File: src/rtl/perf_counter_pkg.sv
// Shared definitions for the performance-counter sampler: command opcodes,
// counter-slave register offsets, FSM state encoding and an address helper.
package perf_counter_pkg;

  // Command opcodes carried on cmd_op.
  typedef enum logic [1:0] {
    OP_STOP   = 2'd0,
    OP_START  = 2'd1,
    OP_CLEAR  = 2'd2,
    OP_SAMPLE = 2'd3
  } op_e;

  // Word offsets inside one counter section (section base = sel*4).
  // Offset 0 is the time-low word on reads and the stop register on writes;
  // offset 1 is the time-high word on reads and the go register on writes.
  localparam logic [1:0] OFF_STOP = 2'd0;
  localparam logic [1:0] OFF_GO   = 2'd1;
  localparam logic [1:0] OFF_EVT  = 2'd2;

  // CLEAR is a global command: fixed address and data, section ignored.
  localparam logic [2:0]  CLEAR_ADDR = 3'd0;
  localparam logic [31:0] CLEAR_DATA = 32'd1;

  typedef enum logic [2:0] {
    S_IDLE   = 3'd0,
    S_WRITE  = 3'd1,
    S_RD_HI0 = 3'd2,
    S_RD_LO  = 3'd3,
    S_RD_HI1 = 3'd4,
    S_RD_EV  = 3'd5,
    S_WAIT   = 3'd6,
    S_DONE   = 3'd7
  } state_e;

  // Word address of a register within a counter section.
  function automatic logic [2:0] sec_addr(input logic sel, input logic [1:0] off);
    return {sel, off};
  endfunction

endpackage

File: src/rtl/perf_bus_issuer.sv
// Bus-cycle issuer: turns a one-cycle issue request into the strobes of a
// single bus cycle and times the read latency that follows it.
module perf_bus_issuer #(
  parameter int READ_LATENCY = 1
) (
  input  logic        clk,
  input  logic        reset_n,
  input  logic        issue_wr,
  input  logic        issue_rd,
  input  logic [2:0]  addr,
  input  logic [31:0] wdata,
  output logic [2:0]  avm_address,
  output logic        avm_write,
  output logic        avm_read,
  output logic        avm_begintransfer,
  output logic [31:0] avm_writedata,
  output logic        wait_done
);

  logic [2:0] wait_cnt;

  // Strobes decode straight from the caller's registered state, so each bus
  // cycle lasts exactly one clock and everything is zero between cycles.
  always_comb begin
    avm_write         = issue_wr;
    avm_read          = issue_rd;
    avm_begintransfer = issue_wr | issue_rd;
    avm_address       = (issue_wr | issue_rd) ? addr : 3'd0;
    avm_writedata     = issue_wr ? wdata : 32'd0;
  end

  // Load the latency on a read and count down; the last wait cycle is the one
  // where the counter slave presents avm_readdata.
  always_ff @(posedge clk or negedge reset_n) begin
    if (!reset_n) begin
      wait_cnt <= 3'd0;
    end else if (issue_rd) begin
      wait_cnt <= 3'(READ_LATENCY);
    end else if (wait_cnt != 3'd0) begin
      wait_cnt <= wait_cnt - 3'd1;
    end
  end

  assign wait_done = (wait_cnt == 3'd1);

endmodule

File: src/rtl/perf_counter_sampler.sv
// Performance-counter sampler: accepts STOP/START/CLEAR/SAMPLE commands and
// drives a counter slave over a simple bus. SAMPLE reads the 64-bit time
// counter as HI, LO, HI and retries on a carry between the halves, then reads
// the event counter and reports the result with a one-cycle res_valid pulse.
module perf_counter_sampler
  import perf_counter_pkg::*;
#(
  parameter int READ_LATENCY = 1,
  parameter int MAX_RETRY    = 3
) (
  input  logic        clk,
  input  logic        reset_n,
  input  logic        cmd_valid,
  output logic        cmd_ready,
  input  logic [1:0]  cmd_op,
  input  logic        cmd_sel,
  output logic        res_valid,
  output logic [63:0] res_time,
  output logic [31:0] res_events,
  output logic        res_torn,
  output logic [2:0]  avm_address,
  output logic        avm_write,
  output logic        avm_read,
  output logic        avm_begintransfer,
  output logic [31:0] avm_writedata,
  input  logic [31:0] avm_readdata
);

  state_e      state;
  state_e      rd_state;   // read that launched the current WAIT
  op_e         op_q;
  logic        sel_q;
  logic [31:0] hi0_q;
  logic [31:0] lo_q;
  logic [2:0]  retry_q;
  logic [63:0] time_q;
  logic        torn_q;

  logic        issue_wr;
  logic        issue_rd;
  logic [2:0]  bus_addr;
  logic [31:0] bus_wdata;
  logic        wait_done;

  assign cmd_ready = (state == S_IDLE);

  // Address and data for the bus cycle owned by the current issuing state.
  always_comb begin
    // NOTE: every signal gets a default first so no path leaves it unassigned,
    // which would otherwise infer a latch.
    issue_wr  = 1'b0;
    issue_rd  = 1'b0;
    bus_addr  = 3'd0;
    bus_wdata = 32'd0;
    case (state)
      S_WRITE: begin
        issue_wr = 1'b1;
        if (op_q == OP_CLEAR) begin
          bus_addr  = CLEAR_ADDR;
          bus_wdata = CLEAR_DATA;
        end else begin
          bus_addr = sec_addr(sel_q, (op_q == OP_STOP) ? OFF_STOP : OFF_GO);
        end
      end
      S_RD_HI0, S_RD_HI1: begin
        issue_rd = 1'b1;
        bus_addr = sec_addr(sel_q, OFF_GO);
      end
      S_RD_LO: begin
        issue_rd = 1'b1;
        bus_addr = sec_addr(sel_q, OFF_STOP);
      end
      S_RD_EV: begin
        issue_rd = 1'b1;
        bus_addr = sec_addr(sel_q, OFF_EVT);
      end
      default: ;
    endcase
  end

  perf_bus_issuer #(
    .READ_LATENCY(READ_LATENCY)
  ) u_issuer (
    .clk               (clk),
    .reset_n           (reset_n),
    .issue_wr          (issue_wr),
    .issue_rd          (issue_rd),
    .addr              (bus_addr),
    .wdata             (bus_wdata),
    .avm_address       (avm_address),
    .avm_write         (avm_write),
    .avm_read          (avm_read),
    .avm_begintransfer (avm_begintransfer),
    .avm_writedata     (avm_writedata),
    .wait_done         (wait_done)
  );

  // Command FSM: latches the command, sequences the reads with carry retry,
  // and publishes the result registers together with res_valid.
  always_ff @(posedge clk or negedge reset_n) begin
    // NOTE: the asynchronous reset clears every register here, including the
    // result outputs, so a reset mid-SAMPLE leaves nothing half-published.
    if (!reset_n) begin
      state      <= S_IDLE;
      rd_state   <= S_IDLE;
      op_q       <= OP_STOP;
      sel_q      <= 1'b0;
      hi0_q      <= 32'd0;
      lo_q       <= 32'd0;
      retry_q    <= 3'd0;
      time_q     <= 64'd0;
      torn_q     <= 1'b0;
      res_valid  <= 1'b0;
      res_time   <= 64'd0;
      res_events <= 32'd0;
      res_torn   <= 1'b0;
    end else begin
      // NOTE: non-blocking assignments throughout, so every register updates
      // from the values of the previous cycle regardless of statement order.
      res_valid <= 1'b0;
      case (state)
        S_IDLE: begin
          if (cmd_valid) begin
            op_q    <= op_e'(cmd_op);
            sel_q   <= cmd_sel;
            retry_q <= 3'd0;
            state   <= (op_e'(cmd_op) == OP_SAMPLE) ? S_RD_HI0 : S_WRITE;
          end
        end
        S_WRITE: state <= S_IDLE;
        S_RD_HI0, S_RD_LO, S_RD_HI1, S_RD_EV: begin
          rd_state <= state;
          state    <= S_WAIT;
        end
        S_WAIT: begin
          if (wait_done) begin
            case (rd_state)
              S_RD_HI0: begin
                hi0_q <= avm_readdata;
                state <= S_RD_LO;
              end
              S_RD_LO: begin
                lo_q  <= avm_readdata;
                state <= S_RD_HI1;
              end
              S_RD_HI1: begin
                // Matching high words bracket a coherent low word; once the
                // retry budget is spent, report the last pair as torn.
                if ((avm_readdata == hi0_q) || (retry_q == 3'(MAX_RETRY))) begin
                  time_q <= {avm_readdata, lo_q};
                  torn_q <= (avm_readdata != hi0_q);
                  state  <= S_RD_EV;
                end else begin
                  hi0_q   <= avm_readdata;
                  retry_q <= retry_q + 3'd1;
                  state   <= S_RD_LO;
                end
              end
              S_RD_EV: begin
                res_valid  <= 1'b1;
                res_time   <= time_q;
                res_events <= avm_readdata;
                res_torn   <= torn_q;
                state      <= S_DONE;
              end
              default: state <= S_IDLE;
            endcase
          end
        end
        S_DONE:  state <= S_IDLE;
        default: state <= S_IDLE;
      endcase
    end
  end

endmodule

File: config.mk
export PLATFORM = sky130hd
export DESIGN_NAME = perf_counter_sampler
export DESIGN_NICKNAME = d
export VERILOG_FILES = /design/src/rtl/perf_counter_pkg.sv /design/src/rtl/perf_bus_issuer.sv /design/src/rtl/perf_counter_sampler.sv
export SDC_FILE = /design/constraint.sdc
export NUM_CORES = 1
export LEC_CHECK = 0
export BUFFER_PORTS_ARGS = -buffer_cell sky130_fd_sc_hd__buf_2
export CORE_MARGIN = 2
export CORE_UTILIZATION = 46
export CTS_BUF_LIST = sky130_fd_sc_hd__clkbuf_4
export CTS_CLUSTER_SIZE = 40
export DETAILED_ROUTE_END_ITERATION = 16
export GPL_ROUTABILITY_DRIVEN = 0
export GPL_TIMING_DRIVEN = 0
export PLACE_DENSITY_LB_ADDON = 0.2
export SLEW_MARGIN = 20
export SYNTH_ARGS = -nofsm -noshare
export SYNTH_HDL_FRONTEND = slang
export SYNTH_SLANG_ARGS = --single-unit
File: constraint.sdc
create_clock -name clk -period 3.2 [get_ports clk]
set_input_delay 0 -clock clk [delete_from_list [all_inputs] [get_ports clk]]
set_output_delay 0 -clock clk [all_outputs]
set_load 0.01 [all_outputs]
# Word level (Yosys, flattened, before mapping)
# Index checks and enable logic that the tools add are counted.
[totals]
word_cells = 83
inputBits = 38
output_inout_bits = 137
regBits = 242
[op_classes]
bitwise_logic = 1
n_mux = 27
n_eq_ne = 22
reduce_logical = 17
addsub = 2
[op_table]
columns = ["cell", "count"]
rows = [
  ["$pmux 32 s2", 1],
  ["$pmux 3 s4", 3],
  ["$mux 3", 11],
  ["$eq 32x32->1", 1],
  ["$mux 32", 1],
  ["$ne 32x32->1", 1],
  ["$eq 3x3->1 const B", 6],
  ["$eq 3x2->1 const B", 5],
  ["$mux 1", 9],
  ["$ne 2x2->1 const B", 4],
  ["$reduce_and 4->1", 2],
  ["$eq 3x1->1 const B", 2],
  ["$pmux 3 s2", 1],
  ["$reduce_and 3->1", 2],
  ["$reduce_bool 2->1", 3],
  ["$reduce_and 5->1", 1],
  ["$eq 2x2->1 const B", 2],
  ["$reduce_and 2->1", 2],
  ["$reduce_or 2->1", 2],
  ["$reduce_or 4->1", 1],
  ["$add 3x1->3 const B", 1],
  ["$logic_not 3->1", 1],
  ["$reduce_bool 3->1", 1],
  ["$sub 3x1->3 const B", 1],
  ["5 further kinds", 5],
]

# Logic depth before layout (Yosys ltp)
# Gate-level depths: netlist of the first run.
[depth]
ltp_word = 6
ltp_mapped = 8
depth_no_buf = 7

# Hierarchy
# From an unflattened synthesis of the first run, not the netlist that was laid out.
[hier_totals]
cells_unflattened = 870
area_unflattened_um2 = 10204.8
[by_module_without_submodules]
columns = ["module", "cells_each", "area_each_um2", "n_inst"]
rows = [
  ["perf_counter_sampler", 810, 9758.1, 1],
  ["perf_bus_issuer", 60, 446.7, 1],
]

# Least setup slack after synthesis of the first run
# No wires, ideal clock.
[synth_timing]
path_kind = "register -> register"
start = "register retry_q[0]"
end = "register hi0_q[22]"
path_slack_ns = 1.241
arrival_time_ns = 1.834
path_stages_with_launch = 8
synth_period_minus_slack_ns = 1.959
required_ns = 3.075
path_cell_list = "dfrtp_1 > ha_1 > ha_1 > nor2_1 > o21ai_0 > a21oi_2 > clkbuf_8 > mux2_2"
[synth_between]
elab_chain_len = 4
[synth_rtl]
columns = ["element", "line_no", "text"]
rows = [
  ["start, declared", "perf_counter_sampler.sv:35", "logic [2:0] retry_q;"],
  ["start signal, assigned", "perf_counter_sampler.sv:155", "retry_q <= retry_q + 3'd1;"],
  ["$eq 3x2->1", "perf_counter_sampler.sv:149", "if ((avm_readdata == hi0_q) || (retry_q == 3'(MAX_RETRY))) begin"],
  ["$logic_or 1x1->1", "perf_counter_sampler.sv:149", ""],
  ["$ne 2x2->1 (no source line)", "-", ""],
  ["$reduce_and 4->1 (no source line)", "-", ""],
  ["end signal, assigned", "perf_counter_sampler.sv:139", "hi0_q <= avm_readdata;"],
  ["end signal, assigned", "perf_counter_sampler.sv:154", "hi0_q <= avm_readdata;"],
  ["end, declared", "perf_counter_sampler.sv:33", "logic [31:0] hi0_q;"],
]
# Every way passes these cells.
# A chain may end at the register's enable or synchronous reset.

# Worst setup path in the final report of the first run
[layout_timing]
start = "register hi0_q[15]"
end = "register time_q[39]"
[layout_between]
elab_chain_len = 3
[layout_rtl]
columns = ["element", "line_no", "text"]
rows = [
  ["$eq 32x32->1", "perf_counter_sampler.sv:149", ""],
  ["$logic_or 1x1->1", "perf_counter_sampler.sv:149", ""],
  ["$reduce_and 4->1 (no source line)", "-", ""],
  ["end signal, assigned", "perf_counter_sampler.sv:150", "time_q <= {avm_readdata, lo_q};"],
  ["end, declared", "perf_counter_sampler.sv:36", "logic [63:0] time_q;"],
]
# Every way passes these cells.

==> results of run 1 <==
-- metrics by stage --
step / TNS, ns / instances / instance area, sq um / hold slack (ns)
6_report: 0 / 1246 / 12600 / 0.187
5_1_grt: 0 / 1246 / 12600 / 0.147
4_1_cts: 0 / 1245 / 12600 / 0.129
3_5_place_dp: 0 / 1107 / 11500 / -0.0737
3_3_place_gp: -456.73 / 1105 / 11400 / 0.234
2_1_floorplan: 0 / 682 / 10400 / -0.296
-- worst max-delay path by stage --
stage          cells after the start       start    endpoint
6_report                           7   hi0_q[15]  time_q[39]
5_1_grt                            7   hi0_q[15]  time_q[54]
4_1_cts                            7   hi0_q[15]  time_q[39]
3_5_place_dp                       7   hi0_q[20]  time_q[36]
3_3_place_gp                       1     reset_n       sel_q
2_1_floorplan                      7  retry_q[0]   hi0_q[22]
-- per-layer routing --
layer | routed length (microns) | share of wire | global-route usage
met5 | 0 | 0 | 0
met4 | 338 | 0.016 | 0.0538
met3 | 1140 | 0.053 | 0.0508
met2 | 10300 | 0.48 | 0.305
met1 | 9600 | 0.45 | 0.250
-- cell type report --
type	count	share of cell area
Timing Repair Buffer	187	0.0961
Sequential cell	242	0.481
Buffer	54	0.0354
Multi-Input combinational cell	377	0.303
Clock buffer	84	0.0501
Tap cell	280	0.0278
Antenna cell	1	0.000199
Clock inverter	12	0.00417
Inverter	9	0.00268
-- report_power, final --
group / internal (mW) / leakage, nW / switching [mW]
logic: 2.15 / 2.77 / 1.55
clock network: 1.19 / 0.413 / 1.17
registers: 4.54 / 2.83 / 0.816
-- kinds of logic after synthesis --
family | Yosys count
flip-flops | 242
other | 1
AO/OA/AOI/OAI | 17
buffers and inverters | 63
XOR/XNOR | 33
AND/OR/NAND/NOR | 57
multiplexers | 232
adder cells (fa/ha/maj) | 7
-- repair_timing --
item                                    in CTS  in global routing
endpoints found under the hold margin      378                  0
hold buffers                                42                  0
gates resized for setup                      0                  0
endpoints found under the setup margin       0                  0
-- registers in the layout, indices dropped and copies added, names as in the netlist --
register / flops
hi0_q: 32
lo_q: 32
op_q: 2
rd_state: 3
res_events: 32
res_time: 64
res_torn: 1
res_valid: 1
retry_q: 3
sel_q: 1
state: 3
time_q: 64
torn_q: 1
u_issuer.wait_cnt: 3
-- cells in the final DEF (no fill, tap or decap), types with 4 or more instances in the layout --
cell,count
dfrtp_1,242
buf_2,146
mux2_2,136
clkbuf_4,84
mux2_4,72
dlygate4sd3_1,41
buf_4,38
xor2_1,32
conb_1,31
mux2_1,20
nor2_1,14
nand2_1,11
buf_6,10
nor4_1,10
clkinv_1,9
inv_1,8
ha_1,6
o21ai_0,5
nand2b_1,4
mux2i_1,4
-- critical path: stages, from the launching register on --
cell     delay (ns)
dfrtp_1        0.40
xor2_1         0.16
nor4_1         0.44
nand4_1        0.34
nor2_2         0.30
o21ai_4        0.18
buf_6          0.22
mux2_4         0.31
==> flow_metrics.tcl, run 1 <==
set metrics [dict create \
    start_kind "flop" \
    synth.area.mux_share 0.281 \
    grt-ovfl-total 0 \
    final-seq-area_sq_mm 0.00606 \
    antenna_found_initial 1 \
    grt_max_degree 101 \
    whs_path_depth 3 \
    post-place-ws_ns 0.709 \
    synthXorXnorAreaFrac 0.0282 \
    crit_arrival_ns 3.02 \
    worstMarginPinSlew_ns 0.737 \
    min_path_type "primary input to flop" \
    synth_compound_area_frac 0.0119 \
    hold_viol 0 \
    wl_microns 21300 \
    ff2ff_path_depth 7 \
    drt_iter0_drc 183 \
    r2r_end "time_q[39]" \
    clk_latency_ns 0.67 \
    skew_ns 0.0446 \
    fmax_mhz 399 \
    seq_area_frac_synth 0.591 \
    root_buffer "clkbuf_4" \
    core_sq_mm 0.0218 \
    syn2layout_area_growth_pct 23.0 \
    cap_violations 0 \
    cts_buffer_depth 3 \
    power_mw 11.4 \
    synth_common_cells "dfrtp_1 (242), mux2_2 (136), mux2_4 (72), buf_4 (38), xor2_1 (32)" \
    hp-start "avm_readdata[0]" \
    post-route-util 0.577 \
    synth_ff_type "dfrtp_1" \
    final_nets 975 \
    drc 0 \
    synth-seq-cells 242 \
    whs_endpoint "res_events[0]" \
    synth-simple-area-share 0.0319 \
    htree_levels 2 \
    synth.most_common_cell "dfrtp_1" \
    synth_top_family_by_area "multiplexers" \
    rsz0062_at_grt "false" \
    synth_fa_ha_area_frac 0.00831 \
    cts_buffers 60 \
    multi_input_area_sq_mm 0.00382 \
    syn_inst 652 \
    chipHeight_microns 153 \
    ant_nets 0 \
    yosys-top-cells-area "dfrtp_1 (59%), mux2_2 (15%), mux2_4 (11%), buf_4 (2.8%), xor2_1 (2.7%)" \
    crit_type "flop to flop" \
    synth_top_area_cell "dfrtp_1" \
    vias 6061 \
    wire_per_inst_microns 17.1 \
    initial_core_util 0.469 \
    yosys_warnings 0 \
    synth.distinct_cells 42 \
    status "complete, no violations" \
    first_pass_iters 4 \
    routed_via_density 4.86 \
    finalWorstSetupSlack_ns 0.696 \
    min_period_ns 2.50 \
    grt_pass1_wl_microns 35300 \
    yosysTopAreaCellShare 0.591 \
    clkSinkCount 242 \
    fillers 1789 \
    synthArstFlopShare 1.00 \
    peakVddDrop_uv 429 \
    grt_pass1_vias 6515 \
    track_usage 0.188 \
    dp_hpwl_microns 14300 \
    setup_viol 0 \
    num_rows 54 \
    cts_tree "yes" \
    rr_startpoint "hi0_q[15]" \
    cp_max_fo 10 \
    synth_edf_count 0 \
    layout-drive-gt1-share 0.522 \
    syn_area_sq_mm 0.0102 \
    finalCritPeriodShare 0.782 \
    numPortBuffers 143 \
    die_area_sq_mm 0.0235 \
    postCtsSetupBuffers 0 \
    power_density_mw_per_mm2 907 \
    worstPathRequired_ns 3.72 \
    r2r_slack_ns 0.70 \
    p_leak_nw 6.01 \
    die_w_microns 153 \
    ios 175 \
    synth.avg_cell_area_sq_um 15.7 \
    maxSlewViolCount 0 \
    clkTransAtPathRegs_ns 0.07 \
    slew_headroom 0.504 \
    end_kind "flop" \
]
(Power assumes the default switching activity.)
==> run 2, diff against run 1 <==
==> constraint.sdc (replaced) <==
create_clock -name clk -period 2.4 [get_ports clk]
set_input_delay 0 -clock clk [delete_from_list [all_inputs] [get_ports clk]]
set_output_delay 0 -clock clk [all_outputs]
set_load 0.01 [all_outputs]
==> flow_metrics.tcl, run 2 (synthesis results as in run 1) <==
set metrics [dict create \
    hold_viol 0 \
    post-route-util 0.578 \
    p_leak_nw 6.02 \
    clkTransAtPathRegs_ns 0.06 \
    power_density_mw_per_mm2 1210 \
    clk_latency_ns 0.68 \
    grt_pass1_wl_microns 35300 \
    maxSlewViolCount 0 \
    grt_max_degree 101 \
    path_buf_inv 1 \
    cap_violations 0 \
    slew_headroom 0.504 \
    largestRegisters "res_time: 64 flops, time_q: 64 flops" \
    setup_viol 0 \
    end_kind "flop" \
    cts_tree "yes" \
    r2r_slack_ns 0.11 \
    min_path_type "primary input to flop" \
    layout-drive-gt1-share 0.529 \
    die_area_sq_mm 0.0235 \
    peakVddDrop_uv 569 \
    skew_ns 0.0389 \
    num_rows 54 \
    final_nets 976 \
    dp.cells 1107 \
    ios 175 \
    vias 6093 \
    worstMarginPinSlew_ns 0.738 \
    htree_levels 2 \
    finalNonFillerCells 1247 \
    antenna_found_initial 1 \
    track_usage 0.187 \
    dp_hpwl_microns 14300 \
    core_sq_mm 0.0218 \
    chipHeight_microns 153 \
    cp_cell_sequence "xor2_1 -> nor4_1 -> nand4_1 -> o21ai_1 -> a21oi_4 -> clkbuf_8 -> mux2_4" \
    initial_core_util 0.469 \
    grt-ovfl-total 0 \
    status "complete, no violations" \
    routed_via_density 4.89 \
    placed_area_sq_mm 0.0115 \
    final_common_cell "dfrtp_1" \
    tns_ns 0 \
    die_w_microns 153 \
    root_buffer "clkbuf_4" \
    grt_pass1_vias 6498 \
    ant_nets 0 \
    hp-start "cmd_sel" \
    cp_max_fo 10 \
    final_area_sq_mm 0.0126 \
    clkSinkCount 242 \
    wire_per_inst_microns 17.1 \
    cts_buffers 60 \
    syn2layout_area_growth_pct 23.3 \
    crit_slowest_cell "dfrtp_1" \
    wl_microns 21300 \
    max_stage_delay_ns 0.39 \
    crit_arrival_ns 2.82 \
    path_delay_family "simple AND/OR/NAND/NOR gates" \
    numPortBuffers 143 \
    critical_path.startpoint "hi0_q[29]" \
    final_cell_mix "dfrtp_1 (242), buf_2 (145), mux2_2 (136)" \
    finalCritPeriodShare 0.956 \
    drt_iter0_drc 190 \
    drc 0 \
    rsz0062_at_grt "false" \
    worstPathRequired_ns 2.93 \
    cts_buffer_depth 3 \
    min_period_ns 2.29 \
    first_pass_iters 4 \
    fin_hold_ws_ns 0.128 \
    start_kind "flop" \
    rr_startpoint "hi0_q[29]" \
    crit_type "flop to flop" \
    fmax_mhz 436 \
]
==> run 2: path summary, 6_finish.rpt <==
check,to,cells past startpoint
setup / recovery,hi0_q[21],7
hold / removal,sel_q,3
setup reg to reg,hi0_q[21],7
hold reg to reg,res_time[55],1
max in group asynchronous,retry_q[1],4
min in group asynchronous,res_time[15],4
==> run 2: area by class of cell <==
| class | count | area (sq um) |
|---|---|---|
| Antenna cell | 1 | 2.50 |
| Buffer | 54 | 448 |
| Clock buffer | 84 | 631 |
| Clock inverter | 12 | 52.6 |
| Fill cell | 1785 | 9200 |
| Inverter | 9 | 33.8 |
| Multi-Input combinational cell | 377 | 3840 |
| Sequential cell | 242 | 6060 |
| Tap cell | 280 | 350 |
| Timing Repair Buffer | 188 | 1210 |
==> run 2: timing repair <==
item | 4_1_cts | 5_1_grt
hold endpoints to repair | 378 | 0
hold buffers | 39 | 0
resized for setup | 1 | 6
buffers inserted | 0 | 4
pin swaps | 1 | 3
endpoints found under the setup margin | 90 | 105
==> run 2: tightest hold or removal path, stage by stage <==
cell	delay (ns)
dlygate4sd3_1	0.52
buf_2	0.09
mux2_2	0.13
==> run 2: metrics by stage <==
step                worst slack [ns]  power, mW
CTS                           0.0158       15.4
floorplan                      0.441       10.3
detailed placement           -0.0906       12.1
global placement               -2.71       11.8
global route                0.000296       16.3
finish                         0.107       15.2
==> run 2: power by group <==
| part | internal (mW) | total [mW] | switching, mW |
|---|---|---|---|
| Combinational | 2.84 | 4.92 | 2.08 |
| Clock | 1.59 | 3.16 | 1.57 |
| Sequential | 6.05 | 7.14 | 1.09 |
==> run 2: metal layers <==
| layer | vias up | track usage | part of all wire |
|---|---|---|---|
| met5 | - | 0 | 0 |
| met4 | 0 | 0.0538 | 0.016 |
| met3 | 31 | 0.0508 | 0.055 |
| met2 | 167 | 0.304 | 0.48 |
| met1 | 3089 | 0.249 | 0.45 |
| li1 | 2806 | - | - |
